$ cat config.mk
export PLATFORM = sky130hd
export DESIGN_NAME = pc_sequencer
export DESIGN_NICKNAME = d
export VERILOG_FILES = /design/src/rtl/pc_pkg.sv /design/src/rtl/pc_sequencer_if.sv /design/src/rtl/pc_req_arbiter.sv /design/src/rtl/pc_sequencer.sv
export SDC_FILE = /design/constraint.sdc
export NUM_CORES = 1
export LEC_CHECK = 0
export CORE_UTILIZATION = 30
export CTS_CLUSTER_DIAMETER = 40
export DETAILED_ROUTE_END_ITERATION = 8
export PLACE_DENSITY_LB_ADDON = 0.3
export SKIP_CTS_REPAIR_TIMING = 1
export SYNTH_ARGS = -nofsm -noshare
export SYNTH_HDL_FRONTEND = slang
export SYNTH_SLANG_ARGS = --single-unit
export TNS_END_PERCENT = 10
$ cat constraint.sdc
create_clock -name clk_i -period 4.2 [get_ports clk_i]
set_input_delay 1.26 -clock clk_i [delete_from_list [all_inputs] [get_ports clk_i]]
set_output_delay 1.26 -clock clk_i [all_outputs]
set_load 0.05 [all_outputs]
$ cat src/rtl/pc_pkg.sv
// pc_pkg: shared types and constants for the PIC24 PC sequencer.
// Sequencer states, request sources and address helpers.
package pc_pkg;

  localparam int PC_ADDR_W = 24;
  localparam int PC_BUS_W  = 16;

  localparam logic [PC_ADDR_W-1:0] IVT_BASE_DEFAULT = 24'h000004;

  typedef enum logic [2:0] {
    S_IDLE     = 3'd0,
    S_INC_CMD  = 3'd1,
    S_INC_WAIT = 3'd2,
    S_LD_CMD   = 3'd3,
    S_LD_LSW   = 3'd4,
    S_LD_MSW   = 3'd5
  } pc_seq_state_e;

  typedef enum logic [1:0] {
    SRC_INC = 2'd0,
    SRC_BR  = 2'd1,
    SRC_IRQ = 2'd2
  } pc_src_e;

  // Program memory addresses are even and only 23 bits wide.
  function automatic logic [PC_ADDR_W-1:0] pc_sanitize(
    input logic [PC_ADDR_W-1:0] a
  );
    logic [PC_ADDR_W-1:0] r;
    r = a;
    r[0] = 1'b0;
    r[PC_ADDR_W-1] = 1'b0;
    return r;
  endfunction

  function automatic logic pc_addr_bad(
    input logic [PC_ADDR_W-1:0] a
  );
    return a[0] | a[PC_ADDR_W-1];
  endfunction

endpackage

$ cat src/rtl/pc_sequencer_if.sv
// pc_sequencer_if: request/ack handshakes from decode and interrupt
// logic into the PC sequencer.
interface pc_sequencer_if
  import pc_pkg::*;
#(
  parameter int VEC_W = 8
);

  logic                 inc_req;
  logic                 br_req;
  logic                 irq_req;
  logic [PC_ADDR_W-1:0] br_addr;
  logic [VEC_W-1:0]     irq_vec;
  logic                 inc_ack;
  logic                 br_ack;
  logic                 irq_ack;

  modport master (
    output inc_req, br_req, irq_req,
    output br_addr, irq_vec,
    input  inc_ack, br_ack, irq_ack
  );

  modport slave (
    input  inc_req, br_req, irq_req,
    input  br_addr, irq_vec,
    output inc_ack, br_ack, irq_ack
  );

  modport arb (
    input inc_req, br_req, irq_req
  );

endinterface

$ cat src/rtl/pc_req_arbiter.sv
// pc_req_arbiter: fixed-priority grant irq > br > inc.
// Produces a one-hot grant {irq, br, inc} and its source code.
module pc_req_arbiter
  import pc_pkg::*;
(
  pc_sequencer_if.arb req_if,
  output logic [2:0]  gnt_o,
  output pc_src_e     src_o
);

  logic [2:0] pri;

  assign pri[2] = req_if.irq_req;
  assign pri[1] = req_if.br_req & ~req_if.irq_req;
  assign pri[0] = req_if.inc_req & ~req_if.br_req
                & ~req_if.irq_req;

  always_comb begin
    gnt_o = 3'b000;
    src_o = SRC_INC;
    unique case (1'b1)
      pri[2]: begin
        gnt_o = 3'b100;
        src_o = SRC_IRQ;
      end
      pri[1]: begin
        gnt_o = 3'b010;
        src_o = SRC_BR;
      end
      pri[0]: begin
        gnt_o = 3'b001;
        src_o = SRC_INC;
      end
      default: begin
        gnt_o = 3'b000;
        src_o = SRC_INC;
      end
    endcase
  end

endmodule

$ cat src/rtl/pc_sequencer.sv
// pc_sequencer: arbitrates PC update requests and drives the
// program_counter pcinc / pcload + LSW/MSW bus protocol.
module pc_sequencer
  import pc_pkg::*;
#(
  parameter logic [PC_ADDR_W-1:0] IVT_BASE = IVT_BASE_DEFAULT,
  parameter int                   VEC_W    = 8
) (
  input  logic                 clk_i,
  input  logic                 rst_ni,
  input  logic                 inc_req_i,
  output logic                 inc_ack_o,
  input  logic                 br_req_i,
  input  logic [PC_ADDR_W-1:0] br_addr_i,
  output logic                 br_ack_o,
  input  logic                 irq_req_i,
  input  logic [VEC_W-1:0]     irq_vec_i,
  output logic                 irq_ack_o,
  output logic                 pcinc_o,
  output logic                 pcload_o,
  output logic [PC_BUS_W-1:0]  pc_data_o,
  output logic                 pc_data_en_o,
  output logic                 busy_o,
  output logic                 addr_err_o
);

  pc_sequencer_if #(.VEC_W(VEC_W)) req_if ();

  assign req_if.inc_req = inc_req_i;
  assign req_if.br_req  = br_req_i;
  assign req_if.irq_req = irq_req_i;
  assign req_if.br_addr = br_addr_i;
  assign req_if.irq_vec = irq_vec_i;
  assign inc_ack_o      = req_if.inc_ack;
  assign br_ack_o       = req_if.br_ack;
  assign irq_ack_o      = req_if.irq_ack;

  logic [2:0] gnt;
  pc_src_e    gnt_src;

  pc_req_arbiter u_arb (
    .req_if (req_if),
    .gnt_o  (gnt),
    .src_o  (gnt_src)
  );

  pc_seq_state_e        state_q, state_d;
  logic [PC_ADDR_W-1:0] ld_addr_q, ld_addr_d;
  pc_src_e              src_q, src_d;
  logic                 err_q, err_d;

  logic [PC_ADDR_W-1:0] irq_addr;
  logic [PC_ADDR_W-1:0] raw_addr;

  // Vector entries are 2 bytes apart; carry out of bit 23 drops.
  assign irq_addr = IVT_BASE
                  + (PC_ADDR_W'(req_if.irq_vec) << 1);
  assign raw_addr = (gnt_src == SRC_IRQ) ? irq_addr
                                         : req_if.br_addr;

  always_ff @(posedge clk_i) begin
    if (!rst_ni) begin
      state_q   <= S_IDLE;
      ld_addr_q <= '0;
      src_q     <= SRC_INC;
      err_q     <= 1'b0;
    end else begin
      state_q   <= state_d;
      ld_addr_q <= ld_addr_d;
      src_q     <= src_d;
      err_q     <= err_d;
    end
  end

  always_comb begin
    state_d   = state_q;
    ld_addr_d = ld_addr_q;
    src_d     = src_q;
    err_d     = err_q;
    unique case (state_q)
      S_IDLE: begin
        if (gnt[0]) begin
          state_d = S_INC_CMD;
        end else if (|gnt[2:1]) begin
          state_d   = S_LD_CMD;
          ld_addr_d = pc_sanitize(raw_addr);
          err_d     = pc_addr_bad(raw_addr);
          src_d     = gnt_src;
        end
      end
      S_INC_CMD:  state_d = S_INC_WAIT;
      S_INC_WAIT: state_d = S_IDLE;
      S_LD_CMD:   state_d = S_LD_LSW;
      S_LD_LSW:   state_d = S_LD_MSW;
      S_LD_MSW:   state_d = S_IDLE;
      default:    state_d = S_IDLE;
    endcase
  end

  always_comb begin
    pcinc_o        = 1'b0;
    pcload_o       = 1'b0;
    pc_data_o      = '0;
    pc_data_en_o   = 1'b0;
    busy_o         = 1'b1;
    addr_err_o     = 1'b0;
    req_if.inc_ack = 1'b0;
    req_if.br_ack  = 1'b0;
    req_if.irq_ack = 1'b0;
    unique case (state_q)
      S_IDLE:     busy_o = 1'b0;
      S_INC_CMD:  pcinc_o = 1'b1;
      S_INC_WAIT: req_if.inc_ack = 1'b1;
      S_LD_CMD:   pcload_o = 1'b1;
      S_LD_LSW: begin
        pc_data_en_o = 1'b1;
        pc_data_o    = ld_addr_q[15:0];
      end
      S_LD_MSW: begin
        pc_data_en_o   = 1'b1;
        pc_data_o      = {8'h00, ld_addr_q[23:16]};
        addr_err_o     = err_q;
        req_if.br_ack  = (src_q == SRC_BR);
        req_if.irq_ack = (src_q == SRC_IRQ);
      end
      default:    busy_o = 1'b0;
    endcase
  end

endmodule

# Word-level counts from Yosys, hierarchy flattened
# Index checks and enable logic that the tools add are counted.
[word_totals]
reg_bits = 28
inputBits = 37
wordCells = 41
[op_classes]
addsub = 1
eq_ne = 9
mux = 15
bitwise_logic = 7
reduce_logical = 5
[op_table]
columns = ["operator", "count"]
rows = [
  ["$pmux W16 S2", 1],
  ["$mux W24", 1],
  ["$pmux W3 S4", 1],
  ["$add A3 B9 Y10 const A", 1],
  ["$pmux W3 S3", 1],
  ["$mux W1", 8],
  ["$eq A3 B2 Y1 const B", 2],
  ["$eq A3 B3 Y1 const B", 2],
  ["$mux W3", 2],
  ["$reduce_or A5 Y1", 1],
  ["$eq A2 B2 Y1 const B", 2],
  ["$pmux W2 S2", 1],
  ["$reduce_or A2 Y1", 2],
  ["$and A1 B1 Y1", 3],
  ["$eq A3 B1 Y1 const B", 1],
  ["$logic_not A3 Y1", 1],
  ["$ne A3 B3 Y1 const B", 1],
  ["$not A1 Y1", 3],
  ["$reduce_and A3 Y1", 1],
  ["$eq A2 B1 Y1 const B", 1],
  ["$or A1 B1 Y1", 1],
]

# Logic depth before layout (Yosys ltp)
[depth]
word_depth = 8
depth_mapped = 7

# Cells and area by module
# A second synthesis with hierarchy kept.
[hier_totals]
hier_cells = 182
hier_area_um2 = 1495.2
[modules_own_cells]
columns = ["mod", "n_inst", "cells_each", "area_per_inst_um2"]
rows = [
  ["pc_sequencer", 1, 177, 1461.4],
  ["pc_req_arbiter", 1, 5, 33.8],
]

# Least setup slack after synthesis
# Ideal clock, no wire load.
[synth_timing]
kind = "register -> output"
startpoint = "register state_q[2]"
endpoint = "output br_ack_o"
arrival_time_ps = 2497
slack_ps = 443
path_stages_with_launch = 7
path_buffers = 2
cell_sequence = "dfxtp_1 > buf_6 > or2b_1 > clkbuf_1 > inv_1 > nand2_1 > nor3b_1"
[synth_between]
elab_chain_cells = 2
[synth_rtl]
columns = ["element", "line", "source"]
rows = [
  ["from (decl)", "pc_sequencer.sv:47", "pc_seq_state_e state_q, state_d;"],
  ["from (signal assigned)", "pc_sequencer.sv:68", "state_q <= state_d;"],
  ["$eq A3 B3 Y1", "pc_sequencer.sv:110", "unique case (state_q)"],
  ["$mux W1", "pc_sequencer.sv:110", ""],
  ["to (decl)", "pc_sequencer.sv:15", "output logic br_ack_o,"],
]
# Every way passes these cells.

# Worst setup path after layout
# Same ends and word-level chain as after synthesis.

==> reports/qor.yml <==
pre_cts_ws_ns: 0.722
antenna_cells: 0
ys_seq_elements: 28
synth_top_cell_by_area: "dfxtp_1"
fin_ws_ns: 0.448
synth_fp_nets: 199
period_share: 0.893
worstMarginPinSlew_ns: 0.808
root_buffer: "clkbuf_8"
cts.clk_slew.worst_paths_ns: 0.09
relSlewSlack: 0.462
syn-cell-area_um2: 1440
end_kind: "output pin"
crit_type: "flip-flop to output pin"
max_clock_freq_mhz: 267
cap_violations: 0
rows: 24
grt_pass1_wl_mm: 5.64
synthArstFlopShare: 0
synth_cells: 161
violations: "DRC"
overflow: 0
cp-start-kind: "flip-flop"
skew_ns: 0.00229
hp-class: "flip-flop to flip-flop"
p_seq_frac: 0.485
synth-edff-count: 0
cts_buffers: 3
rsz0062_at_grt: "false"
die_h_um: 71.2
combPwrFrac: 0.247
cts_tree: "built"
cts_sinks: 28
cellPowerDensity_nw_per_um2: 304
fin_area_um2: 2060
ir_worst_vdd_v: 0.000125
drt_wl_total_mm: 3.49
clock_path_buffers: 2
status: "finished with violations"
reg2reg_slack_ns: 2.31
synth.avg_cell_area_um2: 8.92
drc_errors: 3
intPower_uw: 444
ys_warn_count: 0
layout_min_cycle_time_ns: 3.75
gp_congestion: 0.761
drive_gt1_frac: 0.0660
dieArea_um2: 5070
synth_top_cell_area_share: 0.390
postRouteAntennaNets: 0
pin_count: 61
dp_hpwl_mm: 2.60
yosys-top-cells-area: "dfxtp_1 (39%), a22oi_1 (6.8%), nor2_1 (6.8%)"
detailroute.via_count: 1262
grt_use_total: 0.142
yosysUniqueCellTypes: 37
die_w_um: 71.2
power.leakage_nw: 0.756
final_max_slew_viol_count: 0
hold_viol_final: 0
switching_share: 0.291
clockPowerShare: 0.268
critPathArrivalTime_ns: 2.49
grt_max_degree: 26
fill_cells: 468
antenna_found_initial: 0
avgViaCountPerCell: 4.78
grt_pass1_vias: 1246
power_uw: 626
final_util: 0.460
cts_max_level: 1
cp_max_fo: 8
seq_area_frac_synth: 0.390
dr.pass1.iters: 6
area_growth_pct: 43.3
drt-initial-drc-count: 55
setup_tns_ns: 0
p_sw_uw: 182
place_area_um2: 2000
setup_viol: 0
core_area_um2: 4470
numPortBuffers: 60
wl_per_cell_um: 13.2
start_util: 0.321
synth_top_flop_cell: "dfxtp_1"
finalNetCount: 251
insertion_delay_ns: 0.27
crit_required_ns: 2.94
-- logic make-up (layout without fill, tap and decap cells) --
kind of cell	count (synthesis)	count (layout)	share of synthesized area
AND/OR/NAND/NOR	64	64	0.237
AO/OA/AOI/OAI	37	37	0.193
flip-flops	28	28	0.390
buffers and inverters	18	69	0.0845
adder cells (fa/ha/maj)	1	1	0.00871
multiplexers	9	9	0.0627
XOR/XNOR	4	4	0.0244
-- per-layer routing --
layer  part of all wire  GRT usage
met1               0.48      0.186
met2               0.43      0.226
met3              0.077     0.0413
met4              0.010     0.0400
met5                  0          0
-- registers in the layout, summed over array words and instances, names as in the netlist --
name and count:
err_q 1, state_q 3, src_q 2, ld_addr_q 22
-- area by class of cell --
type,instances,area (um^2),area share
timing repair buffer,61,608,0.295
clock buffer,4,55.1,0.0267
inverter,4,15.0,0.00729
tap,52,65.1,0.0316
multi-input combinational,115,754,0.367
sequential,28,561,0.272
-- placed cells by master (no fill, tap or decap), types with 4 or more instances in the layout --
cell type,n
and3_1,5
nor2_1,26
nand2_1,4
mux2i_1,9
a22oi_1,13
clkdlybuf4s50_1,60
nor3b_1,4
and2_1,12
clkbuf_8,4
a21oi_1,9
dfxtp_1,28
-- stage by stage --
stage / std cells / hold slack, ns
floorplan: 161 / 0.436
CTS: 264 / 0.480
global placement: 260 / 0.447
detailed placement: 260 / 0.467
global route: 264 / 0.509
finish: 264 / 0.474
-- worst paths after layout --
kind                   end  cells after the start  startpoint
min                  err_q                      2       err_q
min reg2reg          err_q                      2       err_q
max reg2reg  ld_addr_q[10]                      5  state_q[0]
max               br_ack_o                      5  state_q[2]
-- worst max-delay path, stage by stage (launching register included) --
cell and delay (ns):
dfxtp_1 0.50, or2b_1 0.37, inv_1 0.16, nand2_1 0.10
nor3b_1 0.26, clkdlybuf4s50_1 0.83
-- synth_stat cells (2+ instances only) --
cell,number
dfxtp_1,28
nor2_1,26
a22oi_1,13
and2_1,12
a21oi_1,9
mux2i_1,9
and3_1,5
buf_6,4
clkbuf_1,4
nand2_1,4
nor3b_1,4
a211oi_1,3
a22oi_2,3
buf_2,3
inv_1,3
nor4_1,3
o221ai_1,3
xor2_1,3
nand3_1,2
nor3_1,2
o21ai_2,2
-- power groups by stage --
stage                     Sequential (mW)  Clock [mW]  Combinational [mW]
after floorplan                     0.299           0               0.114
after global placement              0.309           0               0.156
after detailed placement            0.310           0               0.157
after CTS                           0.304       0.169               0.157
after global routing                0.307       0.176               0.170
final                               0.304       0.168               0.155
(Power assumes the default switching activity.)
